**src/rtl/serial_sub_pkg.sv**
```systemverilog
// serial_sub_pkg: shared constants for the bit-serial subtractor.
// Holds the default operand width, the FSM state encodings and a small
// helper that computes two's-complement overflow of a subtraction.
package serial_sub_pkg;

  // Default operand/result width. Legal range is 2..32.
  localparam int WIDTH_DEFAULT = 8;

  // FSM state encodings. Kept as plain 2-bit constants so that older
  // tools and netlist viewers show stable, readable values.
  localparam logic [1:0] IDLE  = 2'd0;
  localparam logic [1:0] SHIFT = 2'd1;
  localparam logic [1:0] FIN   = 2'd2;

  // Overflow of A-B: the operands have different signs and the result
  // sign differs from the sign of A.
  function automatic logic sub_ovf(input logic a_msb,
                                   input logic b_msb,
                                   input logic d_msb);
    return (a_msb ^ b_msb) & (a_msb ^ d_msb);
  endfunction

endpackage

```
**src/rtl/full_sub.sv**
```systemverilog
// full_sub: one-bit full subtractor, purely combinational.
// Ports: a (minuend bit), b (subtrahend bit), bin (borrow in),
//        d (difference bit), bout (borrow out).
module full_sub (
  input  logic a,
  input  logic b,
  input  logic bin,
  output logic d,
  output logic bout
);

  assign d    = a ^ b ^ bin;
  assign bout = (~a & b) | (~a & bin) | (b & bin);

endmodule

```
**src/rtl/serial_sub.sv**
```systemverilog
// serial_sub: bit-serial subtractor computing A-B modulo 2^WIDTH, one bit
// per clock, LSB first, through a single full_sub cell.
// Ports: clk, reset (sync, active-high), start, a_in, b_in in;
//        busy, done, diff, borrow, ovf out.
// Timing: start accepted in IDLE at edge k, bits processed on edges
// k+1..k+WIDTH, done high for the one cycle after edge k+WIDTH.
module serial_sub
  import serial_sub_pkg::*;
#(
  parameter int WIDTH = WIDTH_DEFAULT
) (
  input  logic             clk,
  input  logic             reset,
  input  logic             start,
  input  logic [WIDTH-1:0] a_in,
  input  logic [WIDTH-1:0] b_in,
  output logic             busy,
  output logic             done,
  output logic [WIDTH-1:0] diff,
  output logic             borrow,
  output logic             ovf
);

  // Counter must be able to hold 0..WIDTH.
  localparam int CW = $clog2(WIDTH + 1);

  logic [1:0]       state;
  logic [WIDTH-1:0] a_sr;
  logic [WIDTH-1:0] b_sr;
  logic [WIDTH-1:0] res_sr;
  logic             bin_q;
  logic [CW-1:0]    cnt;

  logic             bit_d;
  logic             bit_bout;
  logic             last_bit;
  logic [WIDTH-1:0] res_next;

  // The current bit always sits at position 0 of the operand shifters.
  full_sub u_full_sub (
    .a    (a_sr[0]),
    .b    (b_sr[0]),
    .bin  (bin_q),
    .d    (bit_d),
    .bout (bit_bout)
  );

  // Difference bits enter at the MSB end so that after WIDTH shifts the
  // first (LSB) bit has walked down to position 0.
  assign res_next = {bit_d, res_sr[WIDTH-1:1]};
  assign last_bit = (cnt == CW'(WIDTH - 1));

  // Status flags come straight from the registered state: no path from
  // start to done/busy.
  assign busy = (state == SHIFT);
  assign done = (state == FIN);

  // FSM and datapath shift registers.
  always_ff @(posedge clk) begin
    if (reset) begin
      state  <= IDLE;
      a_sr   <= '0;
      b_sr   <= '0;
      res_sr <= '0;
      bin_q  <= 1'b0;
      cnt    <= '0;
    end else begin
      case (state)
        IDLE: begin
          if (start) begin
            a_sr   <= a_in;
            b_sr   <= b_in;
            res_sr <= '0;
            bin_q  <= 1'b0;
            cnt    <= '0;
            state  <= SHIFT;
          end
        end
        SHIFT: begin
          a_sr   <= a_sr >> 1;
          b_sr   <= b_sr >> 1;
          res_sr <= res_next;
          bin_q  <= bit_bout;
          cnt    <= cnt + CW'(1);
          if (last_bit) begin
            state <= FIN;
          end
        end
        FIN: begin
          // One-cycle result strobe; start is deliberately not looked at.
          state <= IDLE;
        end
        default: begin
          state <= IDLE;
        end
      endcase
    end
  end

  // Visible results only change on the edge entering FIN, so partial
  // bits never show on diff. On that edge a_sr[0]/b_sr[0] hold the
  // original operand MSBs and bit_d is the result MSB.
  always_ff @(posedge clk) begin
    if (reset) begin
      diff   <= '0;
      borrow <= 1'b0;
      ovf    <= 1'b0;
    end else if (state == SHIFT && last_bit) begin
      diff   <= res_next;
      borrow <= bit_bout;
      ovf    <= sub_ovf(a_sr[0], b_sr[0], bit_d);
    end
  end

endmodule
```
**config.mk**
```make
export PLATFORM = sky130hd
export DESIGN_NAME = serial_sub
export DESIGN_NICKNAME = d
export VERILOG_FILES = /design/src/rtl/serial_sub_pkg.sv /design/src/rtl/full_sub.sv /design/src/rtl/serial_sub.sv
export SDC_FILE = /design/constraint.sdc
export NUM_CORES = 1
export LEC_CHECK = 0
export CAP_MARGIN = 20
export CORE_UTILIZATION = 50
export DETAILED_ROUTE_END_ITERATION = 10
export PLACE_DENSITY = 0.76
export SKIP_CTS_REPAIR_TIMING = 1
export SLEW_MARGIN = 20
export SYNTH_ARGS = -nofsm -noshare
export SYNTH_HDL_FRONTEND = slang
export SYNTH_SLANG_ARGS = --single-unit
```
**constraint.sdc**
```tcl
create_clock -name clk -period 3.25 [get_ports clk]
set_input_delay 0.975 -clock clk [delete_from_list [all_inputs] [get_ports clk]]
set_output_delay 0.975 -clock clk [all_outputs]
set_load 0.03 [all_outputs]
```
==> impl_results.md, run 1 <==
* Fmax at 0.363 GHz
* Largest net degree at the start of global routing at 31
* Hold Slack at 0.465 ns
* PD cells at 476 nW/µm²
* Post-synthesis compound-gate area fraction at 24.2%
* Cells after synthesis at 190
* Final WL at 3.64 mm
* Most common cell after layout, fill and taps aside: dfxtp_1
* Layout Skew at around 0.0062 ns
* Syn nets at 212
* Core Box Area at 3150 µm²
* Maximum clock insertion buffer count at 2
* DP HPWL at 2.52 mm
* Worst path cell trace: nand2b_4, inv_2, clkdlybuf4s50_1
* Root Buffer Master: clkbuf_4
* Sequential share of the synthesized area at between 40% and 50%
* Layout cell share with drive strength beyond 1 at under 10%
* Number of global-route vias before repair at 1400
* Pleak at about 0.74 nW
* Worst min-delay path class: reg -> reg
* CP Capture Type: output port
* Worst Path Buf+Inv at 2
* Worst Setup Slack, final at 0.496 ns
* Vias at 1463
* Antenna Violating Nets Remaining at 0
* # diodes at 0
* Global-route wire length before repair at between 6 and 7 mm
* Mux share of post-synthesis cell area at under 10%
* DR iter-0 viols at 61
* Slew HR at 46.1%
* Worst path required time at 2.27 ns
* Asr flop ratio synth at 0%
* Max FO, Critical Path at 10
* Part of the cycle the worst path needs at 84.7%
* Drt first pass iters at 5
* DP Area at approximately 2000 µm²
* CTS tree: done
* Total Power at 1.01 mW
* Vias/cell at 5.58
* Synthesized area per cell at 9.03 µm²
* Critical path type: reg -> out
* Max Cap Violations at 0
* Final Hold Vio Count at 0
* Reg clk slew, reported paths at 0.11 ns
* WL per Instance at ~14 µm
* Syn-to-layout area delta at 23.3%
* Chip Width at 60.6 µm
* Design Area, Final at roughly 2100 µm²
* RSZ-0062 raised after global routing: no
* Post-synth EDFFs at 0
* CP max-delay cell: clkdlybuf4s50_1
* VDD IR max at 0.000347 V
* Core Rows at 20
* Initial Util at 54.4%
* Commonest cells after routing, fill and taps aside: dfxtp_1 (40), clkdlybuf4s50_1 (30), nor2_1 (25)
* Nets@finish at roughly 240
* Worst skew pair latency at 0.34 ns
* Worst slew pin tran at 0.808 ns
* Final setup viols at 0
* GRT Total Usage at roughly 23%
* Post-Synth Simple-Gate Area at 14.7%
* Cells after DPL at 254
* Synth cell types at 34
* Gr ovfl total at 0
* Final Max Tran Viols at 0
* Die Span Y at between 60 and 70 µm
* Critical Path AT at ~1.8 ns
* Setup_tns at 0 ns
* Clock sink count at 40
* Startpoint types: register
* Post-Synthesis Cell Area at around 1700 µm²
* Largest delay share family, worst path: buffers and inverters
* Num CTS Buffers at 5
* XOR/XNOR share of the synthesized area at 0.510%
* Final Wtd Congestion at 0.853
* H-tree depth at 2
* Number of port buffers at 30
* Largest family of logic cells by synthesized area: compound AO/OA/AOI/OAI gates
* Synth Area in Adders at 2.62%
* I/O pin count at 31
* CP max stage delay at between 0.6 and 0.7 ns
* Top_reg_cell synth: dfxtp_1
* Syn. warnings at 0
* Initial antenna violation count at 0
* Final Util at between 60% and 70%
* Non-Filler Instances at around 260
* Status: completed
* Die area at between 3000 and 4000 µm²
* Minimum clock period after layout at 2.75 ns
* Worst R2R Setup Slack at about 1.6 ns
* Flip-flop and latch count after synthesis at 40
* Residual DRC count at 0
* DP Worst Slack at 0.665 ns
kinds of logic after synthesis:
| kind of cell | Yosys count |
|---|---|
| muxes | 9 |
| DFF | 40 |
| AOI/OAI and AO/OA | 61 |
| adders and majority gates | 3 |
| xor gates and xnor gates | 1 |
| buffers and inverters | 21 |
| and+or+nand+nor | 55 |
per-layer routing:
layer / global-route usage, % / vias to the layer above / share of wire (%)
met5: 0 / - / 0
met1: 26.8 / 677 / 44
met4: 8.77 / 0 / 1.1
li1: - / 726 / -
met3: 4.69 / 5 / 6.4
met2: 40.7 / 55 / 49
final timing paths:
kind | to | startpoint | depth (start not counted)
setup / recovery | busy | state[1] | 3
hold / removal | diff[3] | diff[3] | 2
setup reg to reg | diff[6] | cnt[0] | 4
hold reg to reg | diff[3] | diff[3] | 2
sequential cells by signal, summed over array words and instances (netlist names):
register  count
ovf           1
bin_q         1
cnt           4
borrow        1
b_sr          8
a_sr          8
state         2
res_sr        7
diff          8
Yosys cell counts (all sizes together), types with 2 or more instances:
master   count  area, µm²
dfxtp       40        801
o21ai       14       70.1
mux2i        9       90.1
o2bb2ai     11       96.3
or3          2       12.5
clkbuf       6       23.8
a31oi        2       12.5
nand2       19       71.3
ha           2       25.0
buf          7       50.1
inv          8       30.0
nand3        2       10.0
a211oi       2       15.0
nand2b       3       26.3
nor2        25       93.8
a22oi       10       75.1
a221oi       2       17.5
o22ai        3       18.8
a21oi       13       65.1
where the power goes:
group | internal, mW | switching [mW] | leakage, nW | total (mW)
logic | 0.0563 | 0.0633 | 0.359 | 0.120
registers | 0.511 | 0.0130 | 0.327 | 0.524
clock network | 0.204 | 0.158 | 0.0515 | 0.362
total | 0.772 | 0.234 | 0.737 | 1.01
area by class of cell:
class | instances | area [µm²]
fillers | 282 | 1040
multi-input cells | 129 | 812
flip-flops and latches | 40 | 801
repair buffers | 33 | 323
clock buffers | 7 | 65.1
well taps | 44 | 55.1
clock inverters | 1 | 30.0
inverters | 8 | 30.0
worst register-to-register path, cell delays in order, from the launching register on:
cell and delay, ns:
dfxtp_1 0.40, ha_1 0.22, nand2_1 0.14, nor3_4 0.52, mux2i_1 0.27
Power figures use the tool's default switching activity.
==> run 2, diff against run 1 <==
==> constraint.sdc (replaced) <==
create_clock -name clk -period 2.6 [get_ports clk]
set_input_delay 0.78 -clock clk [delete_from_list [all_inputs] [get_ports clk]]
set_output_delay 0.78 -clock clk [all_outputs]
set_load 0.03 [all_outputs]
==> run 2 against run 1 <==
Compared with the run above:
- non-clock buffer count increased by 2
- final area increased by 0.12%
- sequential cell count unchanged
- die area unchanged
- critical path type unchanged
==> impl_results.md, run 2 (synthesis gave the netlist of run 1 again) <==
* Setup crit end: done
* Largest net degree at the start of global routing at 31
* Clock sink count at 40
* Fillers at 293
* Worst Setup Slack, final at roughly 0.10 ns
* Final WL at 3.62 mm
* Minimum clock period after layout at 2.50 ns
* Total Power at between 1 and 1.5 mW
* Gr ovfl total at 0
* WL per Instance at around 14 µm
* Maximum clock insertion buffer count at 2
* Die Span Y at 60.6 µm
* Final Hold Vio Count at 0
* Die area at 3670 µm²
* Startpoint types: register
* Register-to-Register Path Depth at 5
* RR Endpoint: ovf
* Final Wtd Congestion at 0.762
* Sw Share at 25.3%
* Worst skew pair latency at 0.36 ns
* # diodes at 0
* Sequential share of power at 53.8%
* Vias at 1442
* Clock power frac at 34.0%
* Nets@finish at 241
* DR iter-0 viols at 86
* Layout cell share with drive strength beyond 1 at 8.18%
* Num CTS Buffers at 5
* Chip Width at roughly 60 µm
* Most common cell after layout, fill and taps aside: dfxtp_1
* PD cells at 576 nW/µm²
* Initial antenna violation count at 0
* Multi-input logic area at 812 µm²
* Worst slew pin tran at 0.784 ns
* GRT busiest layer: met2
* Core Rows at 20
* Critical path type: reg -> out
* Largest registers: a_sr x8, b_sr x8, diff x8
* Slew HR at 47.7%
* Max FO, Critical Path at 6
* Part of the cycle the worst path needs at 96.2%
* H-tree depth at 2
* GR Util met2 at roughly 37%
* Root Buffer Master: clkbuf_4
* Antenna Violating Nets Remaining at 0
* Worst R2R Setup Slack at about 1 ns
* Worst min-delay path class: reg -> reg
* Commonest cells after routing, fill and taps aside: dfxtp_1 (40), clkdlybuf4s50_1 (29), nor2_1 (25)
* GR Util met1 at 28.5%
* Setup_tns at 0 ns
* Global-route wire length before repair at between 6 and 7 mm
* Combinational Power Share at approximately an eighth
* RSZ-0062 raised after global routing: no
* Met3 usage at 7.25%
* CTS tree: done
* I/O pin count at 31
* Number of global-route vias before repair at 1350
* Max Cap Violations at 0
* Core Box Area at 3150 µm²
* Fmax at 0.400 GHz
* Initial Util at 54.4%
* CP Capture Type: output port
* Residual DRC count at 0
* Layout Skew at 0.00782 ns
* Worst Setup SP: state[1]
* Vias/cell at 5.46
* DP HPWL at 2.54 mm
* Worst path required time at 1.82 ns
* Final Max Tran Viols at 0
* Worst R2R Start: b_sr[0]
* Switching power at approximately 300 µW
* Pleak at 0.750 nW
* VDD IR max at 0.000369 V
* Number of port buffers at 30
* Sequential Area at 801 µm²
* Pint at 911 µW
* Syn-to-layout area delta at 23.4%
* Final setup viols at 0
* DP Worst Slack at 0.310 ns
* Drt first pass iters at 4
* GRT Total Usage at 22.7%
* Reg clk slew, reported paths at 0.12 ns
* Critical Path AT at 1.72 ns
* Status: completed
[run 2: cell count changes in the layout (fill, tap and decap cells not counted), sizes merged]
cell / before / now
buf: 3 / 5
clkbuf: 7 / 5
clkdlybuf4s50: 30 / 29
clkinv: 0 / 1
clkinvlp: 0 / 1
dlymetal6s2s: 0 / 1
[run 2: power by group through the flow]
stage | registers, mW | clock network, mW | logic (mW)
2_1_floorplan | 0.664 | 0 | 0.102
3_3_place_gp | 0.668 | 0 | 0.145
3_5_place_dp | 0.669 | 0 | 0.149
4_1_cts | 0.656 | 0.418 | 0.150
5_1_grt | 0.660 | 0.440 | 0.168
6_report | 0.656 | 0.414 | 0.149
[run 2: metrics by stage]
stage / instances / util, % / instance area [µm²] / hold slack, ns
detailed placement: 256 / 64.6 / 2040 / 0.454
global placement: 256 / 64.6 / 2040 / 0.440
global route: 264 / 67.2 / 2120 / 0.490
floorplan: 190 / - / 1720 / 0.438
CTS: 264 / 67.1 / 2120 / 0.472
finish: 264 / 67.2 / 2120 / 0.465
[run 2: how the worst min path moves through the flow]
| stage | from | endpoint | slack [ns] | cells past startpoint |
|---|---|---|---|---|
| final | diff[7] | diff[7] | 0.47 | 2 |
| after detailed placement | diff[1] | diff[1] | 0.45 | 2 |
| after floorplan | res_sr[1] | diff[0] | 0.44 | 2 |
| after CTS | diff[1] | diff[1] | 0.47 | 2 |
| after global routing | diff[1] | diff[1] | 0.49 | 2 |
| after global placement | diff[5] | diff[5] | 0.44 | 2 |
[run 2: cell type report]
type	instances	area share (%)
Multi-Input combinational cell	129	38.3
Tap cell	44	2.60
Sequential cell	40	37.8
Inverter	8	1.42
Clock buffer	5	1.77
Timing Repair Buffer	35	16.1
Clock inverter	3	2.01
[run 2: layer usage]
metal	up-vias	wire length (µm)	share of wire, %
li1	728	-	-
met1	671	1660	46
met2	38	1760	48
met3	5	170	4.7
met4	0	38	1.0
met5	-	0	0
[run 2: critical path: stages, from the launching register on]
cell	delay, ns
dfxtp_1	0.36
buf_4	0.14
inv_1	0.05
nor2_1	0.12
clkdlybuf4s50_1	0.70
==> run 3, diff against run 2 <==
--- a/config.mk
+++ b/config.mk
@@ -6,9 +6,11 @@
 export NUM_CORES = 1
 export LEC_CHECK = 0
 export CAP_MARGIN = 20
-export CORE_UTILIZATION = 50
+export CELL_PAD_IN_SITES_DETAIL_PLACEMENT = 1
+export CELL_PAD_IN_SITES_GLOBAL_PLACEMENT = 1
+export CORE_UTILIZATION = 39
 export DETAILED_ROUTE_END_ITERATION = 10
-export PLACE_DENSITY = 0.76
+export PLACE_DENSITY = 0.78
 export SKIP_CTS_REPAIR_TIMING = 1
 export SLEW_MARGIN = 20
 export SYNTH_ARGS = -nofsm -noshare
==> run 3 against run 2 <==
Compared with the run above:
- sequential power barely moved
- final cell count up 1.9%
- via count up 4.9%
- hold slack worse by 0.0039 ns
- maximum frequency is 1.2% higher
- clock skew up 0.0017 ns
- sequential cell count stayed put
- critical path type unchanged
- largest cell class unchanged
==> impl_results.md, run 3 (synthesis gave the netlist of run 1 again) <==
* Final WL at 4.38 mm
* CP Capture Type: output port
* Gr ovfl total at 0
* Final setup viols at 0
* Critical Path AT at 1.69 ns
* Pint at 1.05 mW
* Die Span Y at 68.3 µm
* Die area at between 4000 and 5000 µm²
* CP max-delay cell: clkdlybuf4s50_1
* Global-route wire length before repair at 7.11 mm
* Largest net degree at the start of global routing at 31
* Reg clk slew, reported paths at 0.08 ns
* CP max stage delay at around 0.7 ns
* Most common cell after layout, fill and taps aside: dfxtp_1
* Antenna Violating Nets Remaining at 0
* Residual DRC count at 0
* Maximum clock insertion buffer count at 2
* Minimum clock period after layout at 2.47 ns
* Sw Share at 22.8%
* DP Area at 2040 µm²
* VDD IR max at 0.000276 V
* Syn-to-layout area delta at 26.1%
* Core Box Area at 4120 µm²
* Commonest cells after routing, fill and taps aside: dfxtp_1 (40), clkdlybuf4s50_1 (29), nor2_1 (25)
* Worst Path Buf+Inv at 2
* H-tree depth at 2
* Num CTS Buffers at 5
* RSZ-0062 raised after global routing: no
* Worst min-delay path class: reg -> reg
* Vias/cell at 5.62
* Clock sink count at 40
* Startpoint types: register
* I/O pin count at 31
* DP Worst Slack at approximately 0.31 ns
* Combinational Power Share at 11.3%
* Critical path type: reg -> out
* Worst slew pin tran at 0.790 ns
* Final Wtd Congestion at ~0.77
* Worst skew pair latency at 0.29 ns
* GRT Total Usage at 20.7%
* Layout Skew at 0.00952 ns
* Worst Setup Slack, final at about 0.13 ns
* Slew HR at 47.3%
* Fmax at 0.405 GHz
* Sequential share of power at 48.4%
* Hold Slack at about 0.46 ns
* Worst path cell trace: inv_1, nor2_1, clkdlybuf4s50_1
* Clock power frac at between 40% and 50%
* Largest registers: a_sr x8, b_sr x8, diff x8
* WL per Instance at 16.3 µm
* Design Area, Final at 2160 µm²
* Fillers at between 400 and 500
* Worst path required time at 1.82 ns
* Chip Width at about 68 µm
* # diodes at 0
* Initial Util at 41.7%
* Root Buffer Master: clkbuf_8
* Final Max Tran Viols at 0
* Max Cap Violations at 0
* Max FO, Critical Path at 7
* Pleak at ~0.77 nW
* Largest delay share family, worst path: buffers and inverters
* Core Rows at 23
* CTS tree: done
* Number of global-route vias before repair at 1592
* Layout cell share with drive strength beyond 1 at 7.76%
* Nets@finish at 240
* Final Hold Vio Count at 0
* Number of port buffers at 30
* Switching power at 310 µW
* DR iter-0 viols at 67
* Vias at 1512
* Status: completed
* Drt first pass iters at 4
* Initial antenna violation count at 0
* DP HPWL at 3.04 mm
* Part of the cycle the worst path needs at between 90 and 100%
* PD cells at 628 nW/µm²
* Setup_tns at 0 ns
## run 3: cell types whose count changed in the layout (fill, tap and decap cells not counted), sizes merged
cell / previous run / this run
clkbuf: 5 / 7
buf: 5 / 4
clkinv: 1 / 0
clkinvlp: 1 / 0
## run 3: layer usage
| layer | share of wire [%] | track usage (%) | wire, µm | up-vias |
|---|---|---|---|---|
| met5 | 0 | 0 | 0 | - |
| met4 | 1.2 | 8.07 | 52 | 0 |
| met3 | 2.8 | 3.83 | 123 | 5 |
| met2 | 51 | 38.6 | 2240 | 29 |
| met1 | 45 | 22.8 | 1960 | 756 |
| li1 | - | - | - | 722 |
## run 3: worst paths after layout
| path | slack [ns] | startpoint | cells past startpoint | end |
|---|---|---|---|---|
| max reg2reg | 0.92 | cnt[0] | 4 | ovf |
| min | 0.46 | diff[5] | 2 | diff[5] |
| max | 0.13 | state[1] | 3 | done |
| min reg2reg | 0.46 | diff[5] | 2 | diff[5] |
## run 3: per-stage QoR
| step | total power [mW] | cells | utilization [%] |
|---|---|---|---|
| after global placement | 0.815 | 261 | 49.5 |
| after CTS | 1.37 | 269 | 52.5 |
| after detailed placement | 0.823 | 261 | 49.5 |
| after global routing | 1.40 | 269 | 52.6 |
| after floorplan | 0.766 | 190 | - |
| final | 1.36 | 269 | 52.6 |
## run 3: worst register-to-register path: cells and delay by family (launching register included)
| family | cells | cell delay, ns |
|---|---|---|
| DFF | 1 | 0.39 |
| muxes | 1 | 0.30 |
| adders and majority gates | 1 | 0.23 |
| and+or+nand+nor | 2 | 0.68 |
## run 3: power by group through the flow
| stage | Combinational (mW) | Clock, mW | Sequential, mW |
|---|---|---|---|
| after detailed placement | 0.153 | 0 | 0.671 |
| after global routing | 0.169 | 0.574 | 0.660 |
| after floorplan | 0.102 | 0 | 0.664 |
| final | 0.153 | 0.548 | 0.657 |
| after global placement | 0.146 | 0 | 0.669 |
| after CTS | 0.154 | 0.557 | 0.657 |
## run 3: layout make-up
cell class	instances	area, µm²	area share [%]
multi-input combinational	129	812	37.5
sequential	40	801	37.0
timing repair buffer	34	333	15.4
clock buffer	7	96.3	4.45
tap	50	62.6	2.89
clock inverter	1	30.0	1.39
inverter	8	30.0	1.39
